$ cat config.mk
export PLATFORM = sky130hd
export DESIGN_NAME = alu_operand_select
export DESIGN_NICKNAME = d
export VERILOG_FILES = /design/src/rtl/alu_operand_select.sv
export SDC_FILE = /design/constraint.sdc
export NUM_CORES = 1
export LEC_CHECK = 0
export CELL_PAD_IN_SITES_DETAIL_PLACEMENT = 0
export CELL_PAD_IN_SITES_GLOBAL_PLACEMENT = 2
export CORE_MARGIN = 2
export CORE_UTILIZATION = 21
export CTS_CLUSTER_DIAMETER = 40
export DETAILED_ROUTE_END_ITERATION = 10
export GPL_TIMING_DRIVEN = 0
export PLACE_DENSITY = 0.92
export SKIP_CTS_REPAIR_TIMING = 1
export SLEW_MARGIN = 30
export SYNTH_ARGS = -nofsm -noshare
export SYNTH_HDL_FRONTEND = slang
export SYNTH_SLANG_ARGS = --single-unit
$ cat constraint.sdc
create_clock -name clk -period 4.3 [get_ports clk]
set_clock_uncertainty 0.05 [all_clocks]
set_input_delay 0.86 -clock clk [delete_from_list [all_inputs] [get_ports clk]]
set_output_delay 0.86 -clock clk [all_outputs]
set_load 0.05 [all_outputs]
$ cat src/rtl/alu_operand_select.sv
// Y86 execute-stage operand selector: picks ALU operands and function from icode/ifun and registers them.
// Build option ALU_SEL_IADDQ_EN adds iaddq (icode 0xC) as valC + valB.
module alu_operand_select #(
  parameter int DATA_W = 64
) (
  input  logic              clk,
  input  logic              rst,
  input  logic              in_valid,
  input  logic [3:0]        icode,
  input  logic [3:0]        ifun,
  input  logic [DATA_W-1:0] valA,
  input  logic [DATA_W-1:0] valB,
  input  logic [DATA_W-1:0] valC,
  output logic              out_valid,
  output logic [DATA_W-1:0] aluA,
  output logic [DATA_W-1:0] aluB,
  output logic [1:0]        alufun
);

  localparam logic [3:0] I_RRMOVQ = 4'h2;
  localparam logic [3:0] I_IRMOVQ = 4'h3;
  localparam logic [3:0] I_RMMOVQ = 4'h4;
  localparam logic [3:0] I_MRMOVQ = 4'h5;
  localparam logic [3:0] I_OPQ    = 4'h6;
  localparam logic [3:0] I_CALL   = 4'h8;
  localparam logic [3:0] I_RET    = 4'h9;
  localparam logic [3:0] I_PUSHQ  = 4'hA;
  localparam logic [3:0] I_POPQ   = 4'hB;
`ifdef ALU_SEL_IADDQ_EN
  localparam logic [3:0] I_IADDQ  = 4'hC;
`endif

  localparam logic [1:0] ALU_ADD = 2'd0;

  // Stack pointer adjustments are plain constants; the ALU does the add.
  localparam logic [DATA_W-1:0] CONST_P8 = {{(DATA_W-4){1'b0}}, 4'b1000};
  localparam logic [DATA_W-1:0] CONST_M8 = {{(DATA_W-4){1'b1}}, 4'b1000};

  logic [DATA_W-1:0] sel_a;
  logic [DATA_W-1:0] sel_b;
  logic [1:0]        sel_fun;

  // Only the low two ifun bits select the op; OPq with ifun > 3 aliases silently.
  logic unused_ifun_hi;
  assign unused_ifun_hi = ^ifun[3:2];

  always_comb begin
    sel_a   = '0;
    sel_b   = '0;
    sel_fun = ALU_ADD;
    case (icode)
      I_RRMOVQ: sel_a = valA;
      I_IRMOVQ: sel_a = valC;
      I_RMMOVQ,
      I_MRMOVQ: begin
        sel_a = valC;
        sel_b = valB;
      end
      I_OPQ: begin
        sel_a   = valA;
        sel_b   = valB;
        sel_fun = ifun[1:0];
      end
      I_CALL,
      I_PUSHQ: begin
        sel_a = CONST_M8;
        sel_b = valB;
      end
      I_RET,
      I_POPQ: begin
        sel_a = CONST_P8;
        sel_b = valB;
      end
`ifdef ALU_SEL_IADDQ_EN
      I_IADDQ: begin
        sel_a = valC;
        sel_b = valB;
      end
`endif
      default: begin
        sel_a   = '0;
        sel_b   = '0;
        sel_fun = ALU_ADD;
      end
    endcase
  end

  always_ff @(posedge clk) begin
    if (rst) begin
      out_valid <= 1'b0;
      aluA      <= '0;
      aluB      <= '0;
      alufun    <= ALU_ADD;
    end else begin
      out_valid <= in_valid;
      if (in_valid) begin
        aluA   <= sel_a;
        aluB   <= sel_b;
        alufun <= sel_fun;
      end
    end
  end

endmodule

Word level (Yosys, flattened, before mapping)
Index checks and enable logic that the tools add are counted.
- bits in registers: 131
- output and inout bits: 131
- input bits: 203
- word-level logic and storage cells: 21
- reductions and logical operators: 5
- muxes and demuxes: 3
- equal/unequal tests: 9
- operators with widths (operator ; number):
    $pmux W64 S4 ; 1
    $mux W64 ; 1
    $eq A4 B4 Y1 const B ; 4
    $eq A4 B3 Y1 const B ; 3
    $eq A4 B2 Y1 const B ; 2
    $reduce_or A7 Y1 ; 1
    $reduce_or A2 Y1 ; 3
    $reduce_or A3 Y1 ; 1
    $mux W2 ; 1

Longest topological paths before layout
Gate-level depths: netlist of run 1.
- depth after elaboration: 3
- depth in mapped cells: 7
- mapped depth without buffers: 4

Worst setup path after synthesis of run 1
OpenSTA, ideal clock, no wires.
- kind: input to register
- start: input icode[3]
- end: register aluA[3]
- path buffers: 2
- stages: 4
- library setup time: 0.132 ns
- required time: 4.118 ns
- data arrival time: 1.780 ns
- path slack: 2.339 ns
- cell sequence: buf_2 > o311ai_2 > clkbuf_1 > o21ai_0
- cells in the longest elaborated chain, start to end: 3
- elaborated cells on any way between the ends: 14
- those cells by class: eq/ne: 9; mux: 1; reduce/logical: 4
- ends and longest elaborated chain (item ; RTL line ; source):
    from (decl) ; 9 ; input logic [3:0] icode,
    $eq A4 B3 Y1 (tied with other cells) ; 51 ; case (icode)
    $reduce_or A3 Y1 (no source line) (tied with other cells) ; -- ;
    $pmux W64 S4 (*) ; 51 ;
    to (signal assigned) ; 97 ; aluA <= sel_a;
    to (decl) ; 15 ; output logic [DATA_W-1:0] aluA,
Every way passes the cells marked *; elsewhere a longest branch is shown, timed or not.
A chain may end at the register's enable or synchronous reset.

Final worst setup path of run 1
- start: input icode[0]
- end: register aluA[21]
The elaborated chain is that of the path after synthesis.

==> results of run 1 <==
[logic make-up after synthesis]
kind of cell / Yosys count / share of synthesized area
AND/OR/NAND/NOR: 151 / 0.124
AO/OA/AOI/OAI: 139 / 0.188
flip-flops: 131 / 0.518
multiplexers: 64 / 0.127
buffers and inverters: 49 / 0.0433
[layer usage]
layer / up-vias / global-route usage / wire length (µm) / part of all wire
met1: 2425 / 0.182 / 8380 / 0.42
met3: 9 / 0.0669 / 1860 / 0.093
li1: 2624 / - / - / -
met4: 2 / 0.0335 / 109 / 0.0055
met5: - / 0 / 13 / 0.00065
met2: 233 / 0.268 / 9620 / 0.48
[path summary, 6_finish.rpt]
check,startpoint,end,slack (ps)
setup reg to reg,aluA[1]$_SDFFE_PP0P_,aluA[1]$_SDFFE_PP0P_,3620
hold reg to reg,aluA[7]$_SDFFE_PP0P_,aluA[7]$_SDFFE_PP0P_,400
setup / recovery,icode[0],aluA[21]$_SDFFE_PP0P_,1650
hold / removal,aluA[7]$_SDFFE_PP0P_,aluA[7]$_SDFFE_PP0P_,400
[registers in the layout, summed over array words and instances, names as in the netlist]
register	flops
aluA	64
aluB	64
alufun	2
out_valid	1
[per-stage QoR]
| stage | hold WS (ps) | utilization |
|---|---|---|
| after global routing | 415 | 0.396 |
| after CTS | 399 | 0.396 |
| final | 396 | 0.396 |
| after detailed placement | 391 | 0.372 |
| after floorplan | 615 | - |
| after global placement | 385 | 0.372 |
[final cells by class]
type	instances	area, µm²	share of cell area
flip-flops and latches	131	2620	0.281
multi-input cells	354	2220	0.238
well taps	319	399	0.0428
clock buffers	19	443	0.0475
plain buffers	49	219	0.0235
clock inverters	13	126	0.0136
repair buffers	329	3290	0.353
[worst max-delay path, cell delays in order]
cell and delay [ps]:
clkdlybuf4s50_1 500, buf_4 180, nand3b_1 90, a21oi_1 660, buf_2 350, a221oi_1 160, o21ai_1 140
[placed cells by master (no fill, tap or decap), drive strengths merged]
cell / n
nand3: 1
nand3b: 2
o311ai: 1
a21oi: 8
nor3b: 1
a31oi: 3
nor2b: 2
a22o: 3
o31ai: 1
and4bb: 1
dfxtp: 131
a31o: 1
nand2b: 9
buf: 26
clkinvlp: 4
a221oi: 60
nand4: 2
nor2: 67
bufinv: 1
nand2: 66
inv: 4
mux2i: 64
clkbuf: 42
clkinv: 4
o21ai: 62
clkdlybuf4s50: 329
[power by group through the flow]
stage	clock [mW]	combinational (mW)	sequential, mW
floorplan	0	0.170	1.50
global placement	0	0.701	1.32
detailed placement	0	0.703	1.32
CTS	1.46	0.706	1.29
global route	1.51	0.743	1.30
finish	1.41	0.696	1.29
==> metrics, run 1 <==
ys flop type=dfxtp_1; Mapped Area=0.00506 mm²; run status=finished clean; final worst path period need=2650 ps; RSZ-0062 raised after global routing=false; Power Total=3.40 mW; vias post-DR=5293; die area=0.0254 mm²; sequential-to-total area share from yosys stat=0.518; Post-synth EDFFs=0; H-tree depth=4; Layout Cells excl Fill=1214; clock power share=0.415; count leader, synth=dfxtp_1; CTS buffer count=17; clock transition at the registers of the reported paths=60 ps; drc violations=0; Yosys reg bits=131; I/O Pins=334; Avg Inst Size Synth=9.48 µm²; detailed-route wire length per cell=16.5 µm; Max Cap Viol=0; Leak Pwr=3.45 nW; Syn Nets=737; floorplan row count=56; Post-Place Cell Area=0.00875 mm²; Setup TNS Final=0 ps; Core Footprint=0.0235 mm²; # fillers=2464; Synth area leaders=dfxtp_1 52%, mux2i_1 13%, a221oi_1 10%, o21ai_1 5.8%, nor2_1 5.0%; CP arrival=2940 ps; final instance area=0.00933 mm²; kind of critical path=input pin to flip-flop; Slew HR=0.467; pre-CTS WS=1150 ps; fin. max-slew vios=0; Synth top cells by count=131 x dfxtp_1, 67 x nor2_1, 66 x nand2_1, 64 x mux2i_1, 60 x a221oi_1; R2R depth=1; Tcrit/Tclk final=0.617; Psw=0.988 mW; Worst-Skew Late Latency=410 ps; clock sinks=131; via/cell ratio=4.36; combinational power share=0.205; first-pass GRT wire length=31.3 mm; slew at the pin closest to its max-slew limit=800 ps; Seq pwr share=0.380; Final setup viols=0; CP max FO=10; Yosys warnings=0; Mapped Cells=534; gr usage total=0.157; final worst slack=1650 ps; share of layout cells above drive strength 1=0.0693; die width=159 µm; Iter 0 DRT Violations=202; fmax=0.377 GHz; dpl cells=1182; Synth cell types=23; Hold Fails Final Rpt=0; PD cells=365 mW/mm²; post-route ant nets=0; internal power component=2.41 mW; Nets=1085; number of antenna violations at the first check in global routing=2; grt total ovfl=0; post-DP HPWL=15.5 mm; pin count of the biggest net entering global routing=17; Post-Route WL=20.0 mm; peak supply drop=0.226 mV; sw frac=0.290; GPL Wtd Cong=0.791; CTS tree=done; hold path depth=2; Crit path required time=4590 ps; critical path launch point type=input pin; Initial Utilization=0.215; clock root cell=clkbuf_16; IO Port Bufs=329; Clock Path Buffers=2; worst hold path class=flip-flop to flip-flop; antenna diode count=0; top cell type's share of synthesized area=0.518; 1st-pass router iterations=4; Synth area leader=dfxtp_1; CP Capture Type=flip-flop; DIE HEIGHT=159 µm; Layout area overhead=84.3%; vias in the first global route=5516; fraction of registers with async set/reset=0
Power figures use the tool's default switching activity.
==> inputs of run 2 (changes only) <==
CORE_UTILIZATION = 17   (was 21)
PLACE_DENSITY = 0.81   (was 0.92)
clock period = 2.4 ns   (was 4.3 ns; I/O delays follow)
==> run 2 against run 1 <==
Compared with the run above:
- clock power increased by 98%
- flip-flop and latch count unchanged
- critical endpoint unchanged
- wire length increased by 12%
- register-to-register slack got worse by 1900 ps
- global-route usage decreased by 1.6 points
- largest cell class unchanged
- sequential share of layout area decreased by 0.48 points
- hold slack got worse by 1.5 ps
- critical path depth decreased by 1
==> metrics, run 2 (synthesized netlist as in run 1, its figures left out) <==
run status=finished clean; most frequent cells in the layout=329 x clkdlybuf4s50_1, 131 x dfxtp_1, 66 x nand2_1; CTS tree=done; Post-Route WL=22.5 mm (+12%); clock root cell=clkbuf_16; r2r setup slk=1720 ps (-1900 ps); worst hold slack=395 ps (-1.48 ps); worst setup path start=icode[2]; die width=177 µm (+11%); Crit path required time=2700 ps (-1890 ps); clock transition at the registers of the reported paths=70 ps (about the same); pin count of the biggest net entering global routing=17 (unchanged); CTS buffer count=17 (unchanged); Nets=1085 (unchanged); most common cell after layout, fill and taps aside=clkdlybuf4s50_1; worst reg2reg startpoint=aluA[2]$_SDFFE_PP0P_; Core Util, Final=0.322 (-0.0743); GPL Wtd Cong=0.745 (-5.8%); CP arrival=2510 ps (-430 ps); CP Capture Type=flip-flop; clock sinks=131 (unchanged); vias post-DR=5368 (+1.4%); Slew HR=0.485 (+0.0187); 1st-pass router iterations=4 (unchanged); Iter 0 DRT Violations=265 (+31%); R2R depth=1 (unchanged); floorplan row count=63 (+13%); sw frac=0.276 (-0.0148); fin. max-slew vios=0 (unchanged); fmax=0.454 GHz; Clock Path Buffers=2 (unchanged); Power Total=6.38 mW (+88%); post-route ant nets=0 (unchanged); Critical Path Sink=aluA[21]$_SDFFE_PP0P_; die area=0.0312 mm² (+23%); CP max FO=10 (unchanged); worst hold path class=flip-flop to flip-flop; Leak Pwr=3.48 nW (+1.0%); post-DP HPWL=17.3 mm (+12%); first-pass GRT wire length=32.8 mm (+4.7%); via/cell ratio=4.16 (-4.5%); Layout area overhead=87.5%; Worst-Skew Late Latency=410 ps (about the same); vias in the first global route=5371 (-2.6%); FF+latch area=0.00262 mm² (unchanged); DIE HEIGHT=177 µm (+11%); grt total ovfl=0 (unchanged); combinational power share=0.199 (-0.006); number of antenna violations at the first check in global routing=4 (+2); slew at the pin closest to its max-slew limit=772 ps (-28.1 ps); gr usage total=0.141 (-0.0156); top flop regs=aluA x64, aluB x64, alufun x2; clock power share=0.437 (+0.022); RSZ-0062 raised after global routing=false; Initial Utilization=0.172 (-0.0433); IO Port Bufs=329 (unchanged); Final setup viols=0 (unchanged); internal power component=4.62 mW (+91%); H-tree depth=4 (unchanged); Max Cap Viol=0 (unchanged); I/O Pins=334 (unchanged); reg2reg end=aluA[2]$_SDFFE_PP0P_; Core Footprint=0.0295 mm² (+25%); # fillers=3114 (+26%); Hold Fails Final Rpt=0 (unchanged); area taken by multi-input logic gates=0.00224 mm² (+1.0%); detailed-route wire length per cell=17.4 µm (+5.8%); share of layout cells above drive strength 1=0.0682 (-0.00112); Psw=1.76 mW (+78%); final worst path period need=2200 ps; peak supply drop=0.379 mV (+68%); kind of critical path=input pin to flip-flop; Tcrit/Tclk final=0.919; critical path launch point type=input pin; PD cells=672 mW/mm² (+84%); drc violations=0 (unchanged); Seq pwr share=0.364 (-0.016)
-- run 2: routing by layer --
| layer | GRT usage | share of wire |
|---|---|---|
| met3 | 0.0715 | 0.12 |
| met2 | 0.235 | 0.46 |
| met1 | 0.160 | 0.41 |
| met4 | 0.0334 | 0.0093 |
| met5 | 0 | 0 |
-- run 2: how the worst min path moves through the flow --
stage                                startpoint                endpoint  depth (start not counted)
after CTS                 aluA[61]$_SDFFE_PP0P_   aluA[61]$_SDFFE_PP0P_                          2
final                     aluA[61]$_SDFFE_PP0P_   aluA[61]$_SDFFE_PP0P_                          2
after global routing      aluA[23]$_SDFFE_PP0P_   aluA[23]$_SDFFE_PP0P_                          2
after global placement    aluA[26]$_SDFFE_PP0P_   aluA[26]$_SDFFE_PP0P_                          2
after detailed placement  aluA[61]$_SDFFE_PP0P_   aluA[61]$_SDFFE_PP0P_                          2
after floorplan                             rst  alufun[0]$_SDFFE_PP0P_                          1
-- run 2: power by group through the flow --
stage / combinational (mW) / sequential, mW / clock, mW
final: 1.27 / 2.32 / 2.79
after global routing: 1.35 / 2.33 / 3.00
after CTS: 1.29 / 2.32 / 2.91
after detailed placement: 1.28 / 2.37 / 0
after global placement: 1.28 / 2.36 / 0
after floorplan: 0.305 / 2.69 / 0
-- run 2: area by class of cell --
cell class | count | area share
Sequential cell | 131 | 0.276
Tap cell | 390 | 0.0514
Antenna cell | 4 | 0.00105
Clock buffer | 22 | 0.0479
Multi-Input combinational cell | 354 | 0.237
Buffer | 49 | 0.0231
Clock inverter | 10 | 0.0165
Timing Repair Buffer | 329 | 0.347
-- run 2: worst max-delay path: stages --
cell and delay [ps]:
clkdlybuf4s50_1 540, nand2b_1 260, nor2_2 390, clkbuf_1 480, a221oi_1 200, o21ai_1 150
-- run 2: stage by stage --
| stage | setup WS [ps] | cell area, µm² | cells | setup TNS [ps] |
|---|---|---|---|---|
| after floorplan | 819 | 5060 | 534 | 0 |
| after global placement | -559 | 8840 | 1253 | -30530 |
| after detailed placement | -575 | 8840 | 1253 | -30670 |
| after global routing | 55.8 | 9480 | 1285 | 0 |
| after CTS | -131 | 9460 | 1285 | -3480 |
| final | 195 | 9490 | 1289 | 0 |
==> inputs of run 3 (changes only) <==
CORE_ASPECT_RATIO = 0.9   (was default)
==> run 3 against run 2 <==
Compared with the run above:
- total power shrank 2.9%
- final cell count grew 0.31%
- global-route usage shrank 0.33 points
- fmax grew 0.34%
- die area is essentially flat
- wire length shrank 2.2%
- count of clock-buffer cells in the layout shrank 2
- critical endpoint is now aluA[42]$_SDFFE_PP0P_
==> metrics, run 3 (synthesized netlist as in run 1, its figures left out) <==
run status=finished clean; CP max FO=10 (unchanged); CP Depth=5 (-1); Core Util, Final=0.325 (+0.00343); worst hold path class=flip-flop to flip-flop; number of antenna violations at the first check in global routing=2 (-2); Clock Path Buffers=2 (unchanged); vias post-DR=5302 (-1.2%); pre-CTS WS=-477 ps (+98.3 ps); worst hold slack=395 ps (+0.944 ps); Iter 0 DRT Violations=117 (-56%); IO Port Bufs=329 (unchanged); gr usage total=0.138 (-0.00327); post-route ant nets=0 (unchanged); dpl cells=1259 (+0.48%); PD cells=655 mW/mm² (-2.6%); pin count of the biggest net entering global routing=17 (unchanged); DIE HEIGHT=168 µm (-5.0%); Initial Utilization=0.174 (+0.00233); GPL Wtd Cong=0.723 (-2.9%); share of layout cells above drive strength 1=0.0715 (+0.00335); CTS tree=done; CP bufs+invs=2 (unchanged); floorplan row count=59 (-6.3%); top flop regs=aluA x64, aluB x64, alufun x2; Setup TNS Final=0 ps (unchanged); Core Footprint=0.0291 mm² (-1.3%); fin. max-slew vios=0 (unchanged); H-tree depth=4 (unchanged); R2R depth=2 (+1); Worst-Skew Late Latency=420 ps (about the same); CP max stage delay=670 ps (+130 ps); Power Total=6.19 mW (-2.9%); Layout area overhead=86.9%; first-pass GRT wire length=31.9 mm (-2.6%); Nets=1085 (unchanged); Leak Pwr=3.47 nW (-0.41%); drc violations=0 (unchanged); area taken by multi-input logic gates=0.00224 mm² (-0.28%); post-DP HPWL=17.0 mm (-2.1%); Max Cap Viol=0 (unchanged); final instance area=0.00946 mm² (-0.29%); kind of critical path=input pin to flip-flop; Hold Fails Final Rpt=0 (unchanged); critical path launch point type=input pin; hold path depth=2 (unchanged); Crit path required time=2700 ps (about the same); most frequent cells in the layout=329 x clkdlybuf4s50_1, 131 x dfxtp_1, 66 x nand2_1; # fillers=3098 (-0.51%); Slew HR=0.463 (-0.0224); fmax=0.455 GHz (+0.34%); Tcrit/Tclk final=0.915 (-0.00315); Crit-path slowest cell=nor3b_2; Layout Cells excl Fill=1293 (+0.31%); RSZ-0062 raised after global routing=false; clock sinks=131 (unchanged); slew at the pin closest to its max-slew limit=806 ps (+33.7 ps); final worst slack=203 ps (+7.56 ps); crit-path leading delay family=buffers and inverters; Critical Path, Cell by Cell=clkdlybuf4s50_1 -> nor3b_2 -> buf_2 -> a221oi_1 -> o21ai_1; Post-Route WL=22.0 mm (-2.2%); I/O Pins=334 (unchanged); clock root cell=clkbuf_16; final worst path period need=2200 ps (-7.56 ps); 1st-pass router iterations=4 (unchanged); die width=186 µm (+5.3%); FF+latch area=0.00262 mm² (unchanged); clock transition at the registers of the reported paths=60 ps (about the same); CTS buffer count=17 (unchanged); Final setup viols=0 (unchanged); peak supply drop=0.676 mV (+78%); CP arrival=2490 ps (-20 ps); die area=0.0312 mm² (about the same); via/cell ratio=4.10 (-1.5%); grt total ovfl=0 (unchanged); vias in the first global route=5485 (+2.1%); detailed-route wire length per cell=17.0 µm (-2.5%); CP Capture Type=flip-flop; most common cell after layout, fill and taps aside=clkdlybuf4s50_1; Post-Place Cell Area=0.00885 mm² (about the same)
==> run 3: changes by cell type in the layout (fill, tap and decap cells not counted), sizes merged <==
| cell | previous run | this run |
|---|---|---|
| bufinv | 4 | 2 |
| clkbuf | 45 | 43 |
| clkinv | 5 | 6 |
| clkinvlp | 1 | 2 |
| diode | 4 | 2 |
| inv | 0 | 2 |
==> run 3: path summary, 6_finish.rpt <==
check | endpoint | slack (ps) | startpoint
setup / recovery | aluA[42]$_SDFFE_PP0P_ | 200 | icode[1]
hold / removal | aluA[4]$_SDFFE_PP0P_ | 400 | aluA[4]$_SDFFE_PP0P_
setup reg to reg | aluB[2]$_SDFFE_PP0P_ | 1720 | aluB[2]$_SDFFE_PP0P_
hold reg to reg | aluA[4]$_SDFFE_PP0P_ | 400 | aluA[4]$_SDFFE_PP0P_
==> run 3: area by class of cell <==
type	count	share of cell area
Timing Repair Buffer	329	0.348
Sequential cell	131	0.277
Antenna cell	2	0.000529
Multi-Input combinational cell	354	0.237
Tap cell	396	0.0524
Buffer	49	0.0231
Clock buffer	20	0.0483
Clock inverter	12	0.0138
==> run 3: routing by layer <==
layer  share of wire  wire (µm)  track usage  vias to the layer above
li1                -          -            -                     2621
met1            0.40       8790        0.151                     2395
met2            0.45       9980        0.230                      273
met3            0.14       3010       0.0742                       13
met4          0.0091        200       0.0380                        0
met5               0          0            0                        -
==> run 3: worst reg2reg max path: cells and delay by family, from the launching register on <==
family	cells	cell delay, ps
flops	1	340
mux	1	130
simple gates	1	50
==> run 3: power breakdown <==
part	internal, mW	switching (mW)
sequential	2.27	0.0498
clock	1.59	1.02
combinational	0.585	0.679
